==> src/rtl/sipo_pkg.sv <==
// Shared constants and output-buffer state encoding for the SIPO deserializer.
// Latency: none, this file only holds declarations.
// Backpressure: none, this file only holds declarations.
package sipo_pkg;

    localparam int SIPO_WIDTH = 8;
    localparam int CNT_W      = $clog2(SIPO_WIDTH);

    typedef enum logic {
        ST_EMPTY = 1'b0,
        ST_FULL  = 1'b1
    } buf_state_t;

endpackage

==> src/rtl/sipo_demux8_if.sv <==
// Serial-in / parallel-out bundle between the link, the deserializer and the consumer.
// Latency: none, wires only.
// Backpressure: par_ready from the consumer side (master) stalls the parallel word.
interface sipo_demux8_if #(
    parameter int WIDTH = 8
);
    logic             ser_in;
    logic             ser_valid;
    logic             frame_start;
    logic [WIDTH-1:0] par_out;
    logic             par_valid;
    logic             par_ready;

    // Link/consumer side: drives the serial stream and accepts words.
    modport master (
        output ser_in, ser_valid, frame_start, par_ready,
        input  par_out, par_valid
    );

    // Deserializer side.
    modport slave (
        input  ser_in, ser_valid, frame_start, par_ready,
        output par_out, par_valid
    );
endinterface

==> src/rtl/sipo_out_buf.sv <==
// Single-entry valid/ready holding register with sticky overrun detection.
// Latency: a word offered at edge N is valid after edge N.
// Backpressure: while full and not accepted, new words are dropped and overrun is set.
module sipo_out_buf
    import sipo_pkg::*;
#(
    parameter int WIDTH = SIPO_WIDTH
) (
    input  logic             clk,
    input  logic             rst_n,
    input  logic             load_vld,
    input  logic [WIDTH-1:0] load_dat,
    input  logic             par_ready,
    input  logic             ovr_clr,
    output logic [WIDTH-1:0] par_out,
    output logic             par_valid,
    output logic             overrun
);

    buf_state_t state_q, state_d;
    logic       load_en;
    logic       ovr_set;

    // Next-state: a completion refills the buffer when it is empty or being drained this cycle.
    always_comb begin
        state_d = state_q;
        load_en = 1'b0;
        ovr_set = 1'b0;
        case (state_q)
            ST_EMPTY: begin
                if (load_vld) begin
                    load_en = 1'b1;
                    state_d = ST_FULL;
                end
            end
            ST_FULL: begin
                if (par_ready) begin
                    if (load_vld) begin
                        load_en = 1'b1;
                    end else begin
                        state_d = ST_EMPTY;
                    end
                end else if (load_vld) begin
                    ovr_set = 1'b1;
                end
            end
            default: state_d = ST_EMPTY;
        endcase
    end

    // Buffer state, held word and sticky overrun (a new overrun beats a clear).
    always_ff @(posedge clk or negedge rst_n) begin
        if (!rst_n) begin
            state_q <= ST_EMPTY;
            par_out <= '0;
            overrun <= 1'b0;
        end else begin
            state_q <= state_d;
            if (load_en) begin
                par_out <= load_dat;
            end
            if (ovr_set) begin
                overrun <= 1'b1;
            end else if (ovr_clr) begin
                overrun <= 1'b0;
            end
        end
    end

    assign par_valid = (state_q == ST_FULL);

endmodule

==> src/rtl/sipo_demux8.sv <==
// Serial-to-parallel deserializer: bit counter steers each strobed bit into the assembly word.
// Latency: final bit sampled at edge N gives par_valid and the word after edge N.
// Backpressure: one-word buffer; a word completing while the buffer is stalled is dropped (overrun).
module sipo_demux8
    import sipo_pkg::*;
#(
    parameter int WIDTH     = SIPO_WIDTH,
    parameter bit LSB_FIRST = 1'b1,
    localparam int CW       = $clog2(WIDTH)
) (
    input  logic          clk,
    input  logic          rst_n,
    sipo_demux8_if.slave  bus,
    output logic [CW-1:0] bit_cnt,
    output logic          overrun,
    input  logic          ovr_clr
);

    logic [WIDTH-1:0] asm_q;
    logic [WIDTH-1:0] base;
    logic [WIDTH-1:0] word_d;
    logic [CW-1:0]    idx;
    logic [CW-1:0]    pos;
    logic             last;
    logic             complete;

    // Demux: frame_start realigns so the current bit becomes index 0 of a fresh word.
    always_comb begin
        idx      = bus.frame_start ? '0 : bit_cnt;
        pos      = LSB_FIRST ? idx : (CW'(WIDTH - 1) - idx);
        base     = bus.frame_start ? '0 : asm_q;
        word_d   = base;
        word_d[pos] = bus.ser_in;
        last     = (bit_cnt == CW'(WIDTH - 1));
        complete = bus.ser_valid && !bus.frame_start && last;
    end

    // Collector register and bit counter (next-bit index).
    always_ff @(posedge clk or negedge rst_n) begin
        if (!rst_n) begin
            asm_q   <= '0;
            bit_cnt <= '0;
        end else if (bus.ser_valid) begin
            asm_q <= word_d;
            if (bus.frame_start) begin
                bit_cnt <= CW'(1);
            end else if (last) begin
                bit_cnt <= '0;
            end else begin
                bit_cnt <= bit_cnt + CW'(1);
            end
        end else if (bus.frame_start) begin
            bit_cnt <= '0;
        end
    end

    sipo_out_buf #(
        .WIDTH (WIDTH)
    ) u_out_buf (
        .clk       (clk),
        .rst_n     (rst_n),
        .load_vld  (complete),
        .load_dat  (word_d),
        .par_ready (bus.par_ready),
        .ovr_clr   (ovr_clr),
        .par_out   (bus.par_out),
        .par_valid (bus.par_valid),
        .overrun   (overrun)
    );

endmodule
==> src/flat_wrapper.sv <==
// flat-port wrapper written by rule: the top's interface ports become plain ports
module sipo_demux8_flat import sipo_pkg::*;
#(
    parameter int WIDTH     = SIPO_WIDTH,
    parameter bit LSB_FIRST = 1'b1,
    localparam int CW       = $clog2(WIDTH)
)
  (clk, rst_n, bit_cnt, overrun, ovr_clr, bus_ser_in, bus_ser_valid, bus_frame_start, bus_par_ready, bus_par_out, bus_par_valid);
  sipo_demux8_if #(.WIDTH(WIDTH)) bus_i ();
  input  logic clk;
  input  logic rst_n;
  output logic [CW-1:0] bit_cnt;
  output logic overrun;
  input  logic ovr_clr;
  input wire logic [$bits(bus_i.ser_in)-1:0] bus_ser_in;
  input wire logic [$bits(bus_i.ser_valid)-1:0] bus_ser_valid;
  input wire logic [$bits(bus_i.frame_start)-1:0] bus_frame_start;
  input wire logic [$bits(bus_i.par_ready)-1:0] bus_par_ready;
  output wire logic [$bits(bus_i.par_out)-1:0] bus_par_out;
  output wire logic [$bits(bus_i.par_valid)-1:0] bus_par_valid;
  assign bus_i.ser_in = bus_ser_in;
  assign bus_i.ser_valid = bus_ser_valid;
  assign bus_i.frame_start = bus_frame_start;
  assign bus_i.par_ready = bus_par_ready;
  assign bus_par_out = bus_i.par_out;
  assign bus_par_valid = bus_i.par_valid;
  sipo_demux8 #(.WIDTH(WIDTH), .LSB_FIRST(LSB_FIRST)) u_core (.clk(clk), .rst_n(rst_n), .bus(bus_i), .bit_cnt(bit_cnt), .overrun(overrun), .ovr_clr(ovr_clr));
endmodule
==> config.mk <==
export PLATFORM = sky130hd
export DESIGN_NAME = sipo_demux8_flat
export DESIGN_NICKNAME = d
export VERILOG_FILES = /design/src/rtl/sipo_pkg.sv /design/src/rtl/sipo_demux8_if.sv /design/src/rtl/sipo_out_buf.sv /design/src/rtl/sipo_demux8.sv /design/src/flat_wrapper.sv
export SDC_FILE = /design/constraint.sdc
export NUM_CORES = 1
export LEC_CHECK = 0
export ABC_AREA = 1
export CORE_MARGIN = 1.5
export CORE_UTILIZATION = 35
export CTS_BUF_LIST = sky130_fd_sc_hd__clkbuf_16
export DETAILED_ROUTE_END_ITERATION = 12
export GPL_TIMING_DRIVEN = 0
export HOLD_SLACK_MARGIN = 0.03
export PLACE_DENSITY_LB_ADDON = 0.12
export SYNTH_ARGS = -nofsm -noshare
export SYNTH_HDL_FRONTEND = slang
export SYNTH_SLANG_ARGS = --single-unit
==> constraint.sdc <==
create_clock -name clk -period 1.4 [get_ports clk]
set_input_delay 0.28 -clock clk [delete_from_list [all_inputs] [get_ports clk]]
set_output_delay 0.28 -clock clk [all_outputs]
set_load 0.02 [all_outputs]
======== Word-level counts from Yosys, hierarchy flattened ========
Cells that the tools add are included.
W data, S select, Z words.
operators by class
  bitwise operators ....................... 1
  reductions and logical operators ........ 5
  equal/unequal tests ..................... 1
  add/subtract/negate cells ............... 1
  mux-type cells .......................... 17
  order comparisons ....................... 2
operators by type and width
  operator               number
  $mux W3                4
  $bwmux W8              1
  $mux W1                8
  $mux W8                1
  $lt A3 B4 Y1 const B   1
  $pmux W1 S2            2
  $add A3 B1 Y3 const B  1
  $demux W1 S3           1
  $eq A3 B3 Y1 const B   1
  $ge A3 B1 Y1 const B   1
  $logic_and A1 B1 Y1    3
  $reduce_bool A2 Y1     1
  $logic_not A1 Y1       1
  $not A1 Y1             1
storage, ports and cells
  input port bits ......................... 7
  register bits ........................... 21
  logic and storage cells ................. 32

======== Logic depth before layout (Yosys ltp) ========
  word-level depth ........................ 7
  mapped depth ............................ 7
  gate-level depth less buffers ........... 7

======== By module ========
A second synthesis with hierarchy kept.
second synthesis, totals
  cell total of the unflattened synthesis .. 145
  area total of the unflattened synthesis .. 1197.4 µm²
by module, submodules not included
  module        area each (µm²)  cells each  times used
  sipo_demux8   723.2            102         1
  sipo_out_buf  474.2            43          1

======== Least setup slack after synthesis ========
OpenSTA, ideal clock, no wires.
  kind .................................... reg2reg
  from .................................... register u_core.bit_cnt[1]
  to ...................................... register u_core.u_out_buf.par_out[6]
  data required time ...................... 1.282 ns
  stages on the path, launching flop included .. 8
  setup slack ............................. -0.053 ns
  arrival time ............................ 1.335 ns
  period minus slack after synthesis ...... 1.453 ns
  library setup time ...................... 0.118 ns
  path through ............................ dfrtp_1 > ha_1 > ha_1 > nand2_4 > nor2_8 > inv_4 > nand2_1 > nand2_1
between the ends
  word-level cells in the longest chain between the ends .. 6
  elaborated cells on any way between the ends .. 12
ends and longest elaborated chain
  element                                                                    RTL line            source
  start, declared                                                            sipo_demux8.sv:14   output logic [CW-1:0] bit_cnt,
  start signal, assigned                                                     sipo_demux8.sv:50   bit_cnt <= bit_cnt + CW'(1);
  $mux W3                                                                    --
  $lt A3 B4 Y1 (not written as such) / $ge A3 B1 Y1 (equally long branches)  sipo_demux8.sv:33   word_d[pos] = bus.ser_in;
  $logic_and A1 B1 Y1 (not written as such)                                  sipo_demux8.sv:33
  $mux W1 (not written as such)                                              sipo_demux8.sv:33
  $demux W1 S3                                                               --
  $bwmux W8                                                                  sipo_demux8.sv:33
  end signal, assigned                                                       sipo_out_buf.sv:60  par_out <= load_dat;
  end, declared                                                              sipo_out_buf.sv:15  output logic [WIDTH-1:0] par_out,
Several ways; a longest one is shown, not always the timed one.
A chain may end at the register's enable or synchronous reset.

======== Worst setup path after layout ========
  from .................................... register u_core.bit_cnt[2]
  to ...................................... output port bit_cnt[2]
RTL lines
  element        RTL line            source
  end, declared  flat_wrapper.sv:12  output logic [CW-1:0] bit_cnt;
No word-level cell between the ends.

==> flow_summary.ini <==
[flow_run]
cap_violations = 0

[timing]
max_freq_mhz = 747
slew_viol_final = 0
tns_ns = 0
finalHoldViolCount = 0
fin_crit_sh_pct = 95.6
max-slew-margin-rel_pct = 37.4
setup_viol = 0
fin_skew_ns = 0.00279
fin_crit_ns = 1.34
worst_slew_pin_slew_ns = 0.938
setup_slack_ns = 0.0614
rsz0062_at_grt = no

[logic_synthesis]
avgSynthCellArea_um2 = 8.30
synth_fa_ha_area_share_pct = 2.20
ys_async_sr_fraction_pct = 100
synth-seq-area-share_pct = 46.2
yosys_warnings = 0
synth_edf_count = 0
syn_nets = 146
synth_compound_area_share_pct = 3.74
ys.flop_type = dfrtp_1
synthCells = 137
synth.area.mux_share_pct = 0
synthDistinctLibCells = 21
synthSimpleGateAreaFrac_pct = 40.2
ys_ff_latch = 21
synth-xor-area-share_pct = 0
synth_top_family_by_area = simple AND/OR/NAND/NOR gates
synthesis.area_um2 = 1140

[global_route]
grt_pass1_vias = 909
antenna_found_initial = 0
grt_pass1_wl_um = 4100
track_usage_pct = 15.6
grt_max_degree = 22
grt_overflow = 0

[route]
ant_nets = 0
drt_wl_total_um = 2390
post_drt_wl_per_cell_um = 11.3
drtIter0Drc = 19
drc = 0
routed_via_density = 4.66
vias = 983
first_pass_iters = 4

[setup_path]
reg2reg_from = u_core.bit_cnt[0]$_DFF_PN0_
crit_family = flip-flops
reg2reg_depth = 7
path_class = reg -> out
r2r-end = u_core.u_out_buf.par_out[1]$_DFFE_PN0P_
cp.arrival_ns = 1.06
crit_fanout = 9
startpoint_type = flop
critPathRequiredTime_ns = 1.12
end_kind = output pin
crit_path_max_incr_delay_ns = 0.47
cp_slowest_cell = dfrtp_2
ff2ff_setup_slack_ns = 0.08
timing.critical_path.buf_inv = 1
crit_chain = clkdlybuf4s15_1

[cells_and_area]
final_cells = 211
final_util_pct = 49.1
num_antenna_cells = 0
nets = 177
nFillCells = 308
syn_to_final_growth_pct = 33.0
drive_above_1_share_pct = 20.4
finish.instance_area_um2 = 1510

[placement]
port-buffer-count = 19
gp_congestion = 0.812
post-place-ws_ns = -0.309
placed_area_um2 = 1380
dp_hpwl_um = 1690
placed_cells = 200

[cts]
clkTransAtPathRegs_ns = 0.05
cts-buffers-inserted = 3
clockRootBuffer = clkbuf_16
cts_buffer_depth = 2
postCtsHoldBufs = 0
cts_tree = yes
htree_levels = 1
cts_sinks = 21
clk_latency_ns = 0.25

[pwr]
ir_worst_vdd_v = 0.000555
power_density_nw_per_um2 = 965
leakage_nw = 0.826

[die]
rows = 20
start_util_pct = 37.0
die_x_um = 60.0
die_y_um = 60.0
die_area_um2 = 3600
core_um2 = 3080
io_pins = 20

[hold_path]
min_path_type = in -> async

[outcome]
run_status = finished clean
## routing by layer
| layer | vias to the layer above | part of all wire (%) | GRT usage (%) |
|---|---|---|---|
| met4 | 0 | 2.4 | 7.62 |
| met3 | 5 | 4.3 | 2.60 |
| met2 | 21 | 47 | 25.3 |
| met5 | - | 0 | 0 |
| li1 | 510 | - | - |
| met1 | 447 | 46 | 20.0 |
## final cells by class
type	count	area [um^2]	area share, %
clock inverter	1	3.75	0.248
sequential	21	528	34.9
multi-input combinational	101	527	34.8
tap	44	55.1	3.64
buffer	3	26.3	1.74
timing repair buffer	26	234	15.5
clock buffer	3	75.1	4.96
inverter	12	63.8	4.22
## cell usage in the layout (no fill, tap or decap), types with 3 or more instances in the layout
cell / n
nand2_1: 54
nand3_1: 23
dfrtp_1: 19
dlygate4sd2_1: 12
buf_4: 9
nand4_1: 7
inv_2: 5
inv_1: 5
nor2_4: 3
clkbuf_16: 3
clkdlybuf4s50_1: 3
## state kept, by name (all words and copies together), names as in the netlist
name and flops:
u_core.bit_cnt 3, u_core.u_out_buf.par_valid 1, u_core.asm_q 8, u_core.u_out_buf.par_out 8, u_core.u_out_buf.overrun 1
## report_power, final
part	internal (mW)	switching (mW)	total (mW)
clock	0.380	0.207	0.587
combinational	0.0860	0.130	0.216
sequential	0.636	0.0208	0.657
total	1.10	0.357	1.46
## how the worst max path moves through the flow
stage | startpoint | end | slack [ns] | cells after the start
floorplan | u_core.bit_cnt[2]$_DFF_PN0_ | u_core.u_out_buf.par_out[6]$_DFFE_PN0P_ | 0.03 | 6
global placement | bus_frame_start | u_core.u_out_buf.par_out[1]$_DFFE_PN0P_ | -0.30 | 7
detailed placement | bus_frame_start | u_core.u_out_buf.par_out[7]$_DFFE_PN0P_ | -0.31 | 7
CTS | bus_ser_valid | u_core.u_out_buf.par_out[0]$_DFFE_PN0P_ | 0.001 | 8
finish | u_core.bit_cnt[2]$_DFF_PN0_ | bit_cnt[2] | 0.06 | 1
global route | u_core.bit_cnt[0]$_DFF_PN0_ | u_core.u_out_buf.par_out[3]$_DFFE_PN0P_ | 0.006 | 7
## stage by stage
stage	power, mW	hold slack, ns
finish	1.46	0.162
global route	1.53	0.259
CTS	1.48	0.477
detailed placement	0.878	0.466
global placement	0.875	0.463
floorplan	0.795	-0.0156
## synthesized netlist by cell type (2+ instances only)
cell,count,area (um^2)
dfrtp_1,21,526
inv_1,4,15.0
buf_4,2,15.0
nor2_4,3,33.8
a21oi_1,2,10.0
nand3_2,2,20.0
nand4_1,7,43.8
nand2_1,54,203
nand3_1,23,115
inv_2,6,22.5
ha_1,2,25.0
o21ai_1,2,10.0
## repair_timing
action | in CTS | in global routing
setup buffers | 1 | 6
gates resized for setup | 15 | 8
endpoints found under the setup margin | 21 | 10
pin swaps | 0 | 3
## kinds of logic (layout without fill, tap and decap cells)
logic type,Yosys count,after routing
buffers and inverters,15,45
AO/OA/AOI/OAI,6,6
AND/OR/NAND/NOR,93,93
flip-flops,21,21
adder cells (fa/ha/maj),2,2
No activity file was read; power rests on OpenSTA's default activity.
==> patch: new RTL, same flow settings <==
`SIPO_WIDTH`: 8 -> 4.
--- a/src/rtl/sipo_pkg.sv
+++ b/src/rtl/sipo_pkg.sv
@@ -5,3 +5,3 @@
 
-    localparam int SIPO_WIDTH = 8;
+    localparam int SIPO_WIDTH = 4;
     localparam int CNT_W      = $clog2(SIPO_WIDTH);
Ports: changed (resized bit_cnt and bus_par_out); port bits go from 20 to 15. The function was not compared with the original's and may differ.
==> patch against the original RTL <==
Synthesized cell count is 42% lower. Clock skew rose by 0.59 ps. Non-clock buffer count down 15. First-iteration DRC count fell by 68%. Wire length shrank 47%. Sequential cell count decreased by 9. Cell count decreased by 46%. Total power shrank 21%. Cell area fell by 44%. Sequential share of layout area rose by 0.90 points. Worst setup slack worse by 5.4 ps. Area after synthesis down 45%. Critical endpoint is now bit_cnt[1].
==> patch: results (changes against the original RTL) <==
STA
  – Hold slack final: 314 ps (+152 ps)
  – Slew margin rel.: 0.624 (+0.250)

Power
  – PD cells: 1360 nW/µm² (+41%)
  – Comb power: 0.000200 W (-7%)
  – Leakage power: 0.453 nW (-45%)
  – Sw Pwr: 0.000303 W (-15%)

Setup path
  – Setup crit end: bit_cnt[1]
  – Slowest CP cell: dfrtp_1
  – Worst Setup SP: u_core.bit_cnt[1]
  – Worst reg2reg path endpoint: u_core.u_out_buf.par_out[0]
  – R2R Setup Slk: 120 ps (+40 ps)
  – Worst r2r path cells: 6 (-1)
  – CP peak stage delay: 450 ps (-20 ps)

Finish
  – Inverters: 11 (-1)
  – Fill cells: 167 (-46%)
  – Biggest regs: u_core.asm_q: 4 flops, u_core.u_out_buf.par_out: 4 flops, u_core.bit_cnt: 2 flops
  – Multi-input logic area: 269 µm² (-49%)

Place
  – Port buffer count: 13 (-6)
  – Placed Area: 772 µm² (-44%)

Yosys
  – Synthesized Nets: 87 (-40%)
  – Sequential share of the synthesized area: 0.484 (+0.0218)
  – Synth Area in Adders: 0.0202 (-0.00184)
  – Top cells by area, synth: dfrtp_1, nand2_1, nand3_1, inv_1, nand3_4
  – Yosys cell types: 17 (-19%)
  – Post-synthesis compound-gate area fraction: 0.0343 (-0.00313)

Global route
  – Global-route wire length before repair: 2.04 mm (-50%)
  – GRT Util Overall: 0.150 (-0.00623)

Min path
  – HP Class: input pin to flop

Route
  – Wire per inst: 11.3 µm (-0.33%)

Clock network
  – CTS resizes: 8 (-7)

Outcome
  – Status: completed
==> patch: cell count changes after synthesis, sizes merged <==
cell    unedited run  this run
dfrtp             21        12
nand3             25        14
bufinv             1         0
nand2             55        29
nand4              7         1
a21oi              2         0
buf                3         1
ha                 2         1
==> patch: metal layers <==
metal / vias up / GRT usage / routed length [µm]
met5: - / 0 / 0
met4: 0 / 0.124 / 42
met3: 5 / 0.0360 / 55
met2: 13 / 0.220 / 561
met1: 225 / 0.183 / 614
li1: 284 / - / -
==> patch: per-stage QoR <==
step | setup TNS, ps | std cells | utilization | power [W] | setup WS [ps]
2_1_floorplan | 0 | 79 | - | 0.000545 | 94.0
3_3_place_gp | -622 | 109 | 0.457 | 0.000645 | -139
3_5_place_dp | -650 | 109 | 0.457 | 0.000646 | -144
4_1_cts | 0 | 113 | 0.498 | 0.00116 | 2.71
5_1_grt | 0 | 113 | 0.499 | 0.00121 | 6.21
6_report | 0 | 113 | 0.499 | 0.00115 | 56.0
